## config.mk

```make
export PLATFORM = sky130hd
export DESIGN_NAME = riscv_regfile_flat
export DESIGN_NICKNAME = d
export VERILOG_FILES = /design/src/rtl/riscv_pkg.sv /design/src/rtl/riscv_regfile_if.sv /design/src/rtl/riscv_regfile_scoreboard.sv /design/src/rtl/riscv_regfile.sv /design/src/flat_wrapper.sv
export SDC_FILE = /design/constraint.sdc
export NUM_CORES = 2
export LEC_CHECK = 0
export CAP_MARGIN = 20
export CORE_AREA = 2 2 444 446
export CTS_BUF_LIST = sky130_fd_sc_hd__clkbuf_2
export CTS_CLUSTER_DIAMETER = 40
export CTS_CLUSTER_SIZE = 12
export DETAILED_ROUTE_END_ITERATION = 12
export DIE_AREA = 0 0 446 448
export SYNTH_ARGS = -nofsm -noshare
export SYNTH_HDL_FRONTEND = slang
export SYNTH_SLANG_ARGS = --single-unit
```

## constraint.sdc

```tcl
create_clock -name clock -period 5.2 [get_ports clock]
set_input_delay 1.04 -clock clock [delete_from_list [all_inputs] [get_ports clock]]
set_output_delay 1.04 -clock clock [all_outputs]
set_load 0.005 [all_outputs]
```

## src/rtl/riscv_pkg.sv

```systemverilog
// Shared core package: register-file sizing and scoreboard types.
// Imported by the register file, its interface and the testbench.
package riscv_pkg;

    localparam int REGISTER_PORTS      = 2;
    localparam int REGISTER_LOCK_CNT_W = 2;
    localparam int LOCK_CNT_W          = REGISTER_LOCK_CNT_W;

    typedef logic [LOCK_CNT_W-1:0] lock_cnt_t;

endpackage

```

## src/rtl/riscv_regfile_if.sv

```systemverilog
// Lock and write port bundle between the execute stage and the register file.
// The execute stage is the master; the register file is the slave.
interface riscv_regfile_if
    import riscv_pkg::*;
#(
    parameter int PORTS = REGISTER_PORTS
);

    logic [PORTS-1:0]             register_lock_en;
    logic [PORTS-1:0][4:0]        register_lock;
    logic [PORTS-1:0]             register_write_en;
    logic [PORTS-1:0][4:0]        register_write;
    logic [PORTS-1:0][31:0]       register_write_data;

    modport master (
        output register_lock_en,
        output register_lock,
        output register_write_en,
        output register_write,
        output register_write_data
    );

    modport slave (
        input register_lock_en,
        input register_lock,
        input register_write_en,
        input register_write,
        input register_write_data
    );

endinterface

```

## src/rtl/riscv_regfile_scoreboard.sv

```systemverilog
// Outstanding-writer counters for x1..x31, locked decode and error pulse.
// Counters saturate on overflow and hold at zero on underflow.
module riscv_regfile_scoreboard
    import riscv_pkg::*;
#(
    parameter int PORTS      = REGISTER_PORTS,
    parameter int LOCK_CNT_W = REGISTER_LOCK_CNT_W
) (
    input  logic                   clock,
    input  logic                   reset,
    input  logic [PORTS-1:0]       lock_en,
    input  logic [PORTS-1:0][4:0]  lock_idx,
    input  logic [PORTS-1:0]       write_en,
    input  logic [PORTS-1:0][4:0]  write_idx,
    output logic [31:0]            locked,
    output logic                   err
);

    localparam int CNT_MAX = (1 << LOCK_CNT_W) - 1;

    logic [31:1][LOCK_CNT_W-1:0] cnt_q;
    logic [31:1][LOCK_CNT_W-1:0] cnt_d;
    logic                        err_q;
    logic                        err_d;
    int                          n_lock;
    int                          n_write;
    int                          sum;

    function automatic int hits(
        input logic [PORTS-1:0]      en,
        input logic [PORTS-1:0][4:0] idx,
        input int                    r
    );
        int n;
        n = 0;
        for (int p = 0; p < PORTS; p++) begin
            if (en[p] && (idx[p] == 5'(r))) begin
                n = n + 1;
            end
        end
        return n;
    endfunction

    // Next counter values and violation detection for every register.
    always_comb begin
        cnt_d   = cnt_q;
        err_d   = 1'b0;
        n_lock  = 0;
        n_write = 0;
        sum     = 0;
        for (int i = 1; i < 32; i++) begin
            n_lock  = hits(lock_en, lock_idx, i);
            n_write = hits(write_en, write_idx, i);
            sum     = int'(cnt_q[i]) + n_lock - n_write;
            if (n_write > 1) begin
                err_d = 1'b1;
            end
            if (sum > CNT_MAX) begin
                cnt_d[i] = LOCK_CNT_W'(CNT_MAX);
                err_d    = 1'b1;
            end else if (sum < 0) begin
                cnt_d[i] = '0;
                err_d    = 1'b1;
            end else begin
                cnt_d[i] = LOCK_CNT_W'(sum);
            end
        end
    end

    // Counter and error flops; reset overrides any traffic that cycle.
    always_ff @(posedge clock) begin
        if (reset) begin
            cnt_q <= '0;
            err_q <= 1'b0;
        end else begin
            cnt_q <= cnt_d;
            err_q <= err_d;
        end
    end

    // Locked flags decoded straight from the counter flops.
    always_comb begin
        locked = '0;
        for (int i = 1; i < 32; i++) begin
            locked[i] = (cnt_q[i] != '0);
        end
    end

    assign err = err_q;

endmodule

```

## src/rtl/riscv_regfile.sv

```systemverilog
// RV32 integer register file with per-register write scoreboard.
// x0 reads as zero; the highest port index wins on colliding writes.
module riscv_regfile
    import riscv_pkg::*;
#(
    parameter int PORTS      = REGISTER_PORTS,
    parameter int LOCK_CNT_W = REGISTER_LOCK_CNT_W
) (
    input  logic                clock,
    input  logic                reset,
    riscv_regfile_if.slave      bus,
    output logic [31:0][31:0]   register,
    output logic [31:0]         register_locked,
    output logic                scoreboard_err
);

    logic [31:1][31:0] regs_q;
    logic [31:1][31:0] regs_d;

    // Write-port mux: later ports override earlier ones.
    always_comb begin
        regs_d = regs_q;
        for (int i = 1; i < 32; i++) begin
            for (int p = 0; p < PORTS; p++) begin
                if (bus.register_write_en[p] &&
                    (bus.register_write[p] == 5'(i))) begin
                    regs_d[i] = bus.register_write_data[p];
                end
            end
        end
    end

    // Architectural state for x1..x31.
    always_ff @(posedge clock) begin
        if (reset) begin
            regs_q <= '0;
        end else begin
            regs_q <= regs_d;
        end
    end

    assign register = {regs_q, 32'h0};

    riscv_regfile_scoreboard #(
        .PORTS      (PORTS),
        .LOCK_CNT_W (LOCK_CNT_W)
    ) u_scoreboard (
        .clock     (clock),
        .reset     (reset),
        .lock_en   (bus.register_lock_en),
        .lock_idx  (bus.register_lock),
        .write_en  (bus.register_write_en),
        .write_idx (bus.register_write),
        .locked    (register_locked),
        .err       (scoreboard_err)
    );

endmodule

```

## src/flat_wrapper.sv

```systemverilog
// flat-port wrapper written by rule: the top's interface ports become plain ports
module riscv_regfile_flat import riscv_pkg::*;
#(
    parameter int PORTS      = REGISTER_PORTS,
    parameter int LOCK_CNT_W = REGISTER_LOCK_CNT_W
)
  (clock, reset, register, register_locked, scoreboard_err, bus_register_lock_en, bus_register_lock, bus_register_write_en, bus_register_write, bus_register_write_data);
  riscv_regfile_if #(.PORTS(PORTS)) bus_i ();
  input  logic clock;
  input  logic reset;
  output logic [31:0][31:0] register;
  output logic [31:0] register_locked;
  output logic scoreboard_err;
  input wire logic [$bits(bus_i.register_lock_en)-1:0] bus_register_lock_en;
  input wire logic [$bits(bus_i.register_lock)-1:0] bus_register_lock;
  input wire logic [$bits(bus_i.register_write_en)-1:0] bus_register_write_en;
  input wire logic [$bits(bus_i.register_write)-1:0] bus_register_write;
  input wire logic [$bits(bus_i.register_write_data)-1:0] bus_register_write_data;
  assign bus_i.register_lock_en = bus_register_lock_en;
  assign bus_i.register_lock = bus_register_lock;
  assign bus_i.register_write_en = bus_register_write_en;
  assign bus_i.register_write = bus_register_write;
  assign bus_i.register_write_data = bus_register_write_data;
  riscv_regfile #(.PORTS(PORTS), .LOCK_CNT_W(LOCK_CNT_W)) u_core (.clock(clock), .reset(reset), .bus(bus_i), .register(register), .register_locked(register_locked), .scoreboard_err(scoreboard_err));
endmodule
```

==> impl_metrics.csv <==
group,metric,value,unit
run_status,status,"finished clean",
cts,cts_resized,0,
synth,syn_area,0.0543,sq mm
detailed_routing,num_vias,60532,
flow_run,cap_viol_max_count,0,
synth,dominantRegCellSynth,"dfxtp_1",
timing,tightest_slew,1.28,ns
synth,synthCells,7557,
critical_path,endpoint,"register_locked[4]",
synth,ys_top_cells_by_count,"a21oi_1, nor2_1, nand2_1",
global_routing,grt_use_total,29.0,%
die,placeableCoreArea,0.195,sq mm
timing,fin_ws,1.08,ns
die,ios,1147,
cts,tritoncts.num_buffers,192,
placed_design,portBuffers,1113,
pwr,p_leak,28.9,nW
detailed_routing,drc,0,
timing,totalNegativeSetupSlack,0,ns
pwr,p_int,0.0132,W
timing,hold_viol,0,
synth,ys_types,39,
detailed_routing,initialDrtViolationCount,7535,
die,die_y,448,microns
synth,muxShareOfSynthArea,6.06,%
critical_path,end_kind,"output port",
detailed_routing,ant_nets,0,
global_routing,grt_pass1_vias,54946,
cts,clkLatencyLatePin,1.88,ns
global_routing,grt_max_degree,150,
synth,syn_area_per_cell,7.19,sq um
cts,cts-root-buf,"clkbuf_2",
die,start_util,27.9,%
placed_design,placed_area,0.0677,sq mm
detailed_routing,dr.pass1.iters,6,
critical_path,cpPeakStageDelay,0.48,ns
finish,nNetsFinal,8850,
timing,fin_skew,0.184,ns
finish,area_delta_synth_final,31.8,%
global_routing,antenna_found_initial,32,
synth,yosys.area_share.simple,20.9,%
detailed_routing,vias_per_cell,5.40,
timing,timing.final.crit_share,79.2,%
pwr,ir_worst_vdd,0.174,mV
synth,synth-xor-area-share,0,%
critical_path,cp_data_required_time,4.16,ns
synth,yosys_register_bits,1055,
die,die_area,0.200,sq mm
critical_path,cp_max_fo,2,
global_routing,grt-busiest-layer,"met2",
min_path,hp-class,"in2reg",
critical_path,startpoint_type,"flop",
critical_path,arrival,3.08,ns
global_routing,grt_use_met2,44.8,%
pwr,clockPowerShare,33.5,%
die,rows,162,
critical_path,path_cells,"or2_2, clkdlybuf4s50_1",
global_routing,grt-ovfl-total,0,
synth,synth_top_family_by_area,"simple AND/OR/NAND/NOR gates",
synth,synth_area_leaders,"dfxtp_1, a21oi_1, nor2_1, nand2_1, ha_1",
global_routing,grtUsageMet3,7.21,%
synth,synthAdderAreaFrac,7.26,%
finish,drive_gt1_share,10.2,%
critical_path,rr_endpoint,"u_core.u_scoreboard.err",
timing,period_needed,4.12,ns
pwr,p_comb_share,24.7,%
cts,cts.clk_slew.worst_paths,0.22,ns
pwr,p_seq_share,41.8,%
critical_path,ff2ff_path_depth,10,
critical_path,crit_type,"reg2out",
global_routing,grt_util_met1,35.8,%
detailed_routing,wl,305000,microns
cts,htreeDepth,4,
critical_path,crit_slowest_cell,"clkdlybuf4s50_1",
finish,final_area,0.0716,sq mm
timing,max_freq,243,MHz
placed_design,hpwl,202000,microns
synth,synth_edf_count,0,
cts,cts.sinks,1055,
critical_path,startpoint,"u_core.u_scoreboard.cnt_q[6]",
cts,cts_tree,"built",
pwr,p_per_area,287,mW/mm^2
pwr,switchingPower,0.00736,W
synth,yosysMostFrequentCell,"a21oi_1",
timing,final-setup-viol-count,0,
placed_design,place_congestion,0.939,
die,fp.dieW,446,microns
finish,fill_cells,20134,
global_routing,grt_pass1_wl,415000,microns
synth,yosysSeqAreaShare,38.9,%
timing,drv_slew,0,
critical_path,rrSetupSlack,2.21,ns
timing,rsz0062_at_grt,"no",
cts,clock_path_buffers,3,
pwr,power,0.0205,W
synth,async_reset_ff_share,0,%
placed_design,pre_cts_ws,-0.126,ns
synth,synth_compound_area_share,18.7,%
timing,hold_slack,0.324,ns
synth,synth_warnings,0,
synth,yosysTopAreaCellShare,38.9,%
detailed_routing,wl_per_cell,27.2,microns
pwr,netSwitchingFraction,35.8,%
critical_path,reg2reg_from,"u_core.u_scoreboard.cnt_q[25]",
synth,synth_top_area_cell,"dfxtp_1",
timing,max_slew_margin,14.5,%
==> placed cells by master, fill, tap and decap left out, types with 93 or more instances in the layout <==
| cell type | instances |
|---|---|
| nand3_1 | 144 |
| buf_4 | 250 |
| inv_1 | 300 |
| dfxtp_1 | 1055 |
| ha_1 | 185 |
| nand2_1 | 1158 |
| mux2_2 | 93 |
| clkbuf_2 | 208 |
| clkdlybuf4s50_1 | 1048 |
| dlygate4sd3_1 | 104 |
| o21ai_0 | 292 |
| a21oi_1 | 1664 |
| nor2_1 | 1250 |
| mux2i_1 | 224 |
==> per-layer routing <==
| metal | up-vias | wire, microns |
|---|---|---|
| met1 | 28704 | 115000 |
| li1 | 26674 | - |
| met5 | - | 13 |
| met2 | 4198 | 133000 |
| met3 | 954 | 34100 |
| met4 | 2 | 23100 |
==> final cells by class <==
cell class                      instances  area (sq um)  area share (%)
Clock buffer                          208          1040            1.45
Inverter                              305          1140            1.60
Antenna cell                           20          50.0          0.0699
Timing Repair Buffer                 1488         14200            19.8
Tap cell                             2542          3180            4.44
Sequential cell                      1055         21100            29.5
Clock inverter                        156          1710            2.39
Multi-Input combinational cell       5440         29200            40.7
==> through the flow <==
stage               utilization [%]  std cells
global placement               34.8      10722
finish                         36.8      11214
detailed placement             34.8      10724
floorplan                         -       7589
global route                   36.8      11207
CTS                            36.8      11192
==> critical path: cells and delay by family, from the launching register on <==
| kind | cells | cell delay (ns) |
|---|---|---|
| flip-flops | 1 | 0.34 |
| buffers and inverters | 1 | 0.48 |
| AND/OR/NAND/NOR | 1 | 0.38 |
==> repair_timing <==
| item | in CTS | in global routing |
|---|---|---|
| hold buffers | 104 | 0 |
| endpoints found under the hold margin | 1017 | 0 |
| buffers inserted | 0 | 0 |
==> logic make-up after synthesis <==
| kind of cell | Yosys count |
|---|---|
| AOI/OAI and AO/OA | 2006 |
| adders and majority gates | 278 |
| buffers and inverters | 1094 |
| DFF | 1055 |
| muxes | 317 |
| other | 1 |
| and+or+nand+nor | 2806 |
==> how the worst min path moves through the flow <==
stage / start / endpoint / slack, ns / depth (start not counted)
3_5_place_dp: u_core.register[669] / u_core.register[669] / 0.48 / 2
2_1_floorplan: u_core.register[896] / u_core.register[896] / 0.48 / 2
5_1_grt: bus_register_write_data[34] / u_core.register[354] / 0.20 / 6
3_3_place_gp: u_core.register[916] / u_core.register[916] / 0.47 / 2
4_1_cts: bus_register_write_data[43] / u_core.register[363] / 0.0004 / 6
6_report: bus_register_write_data[43] / u_core.register[363] / 0.32 / 6
==> power groups by stage <==
stage	combinational (W)	clock, W	sequential [W]
4_1_cts	0.00506	0.00697	0.00859
6_report	0.00507	0.00689	0.00859
2_1_floorplan	0.00256	0	0.00871
5_1_grt	0.00553	0.00731	0.00863
3_5_place_dp	0.00496	0	0.00875
3_3_place_gp	0.00492	0	0.00875
==> flip-flops by register name, indices dropped and copies added (netlist names) <==
register / cells
u_core.u_scoreboard.cnt_q: 62
u_core.register: 992
u_core.u_scoreboard.err: 1
(Power assumes the default switching activity.)
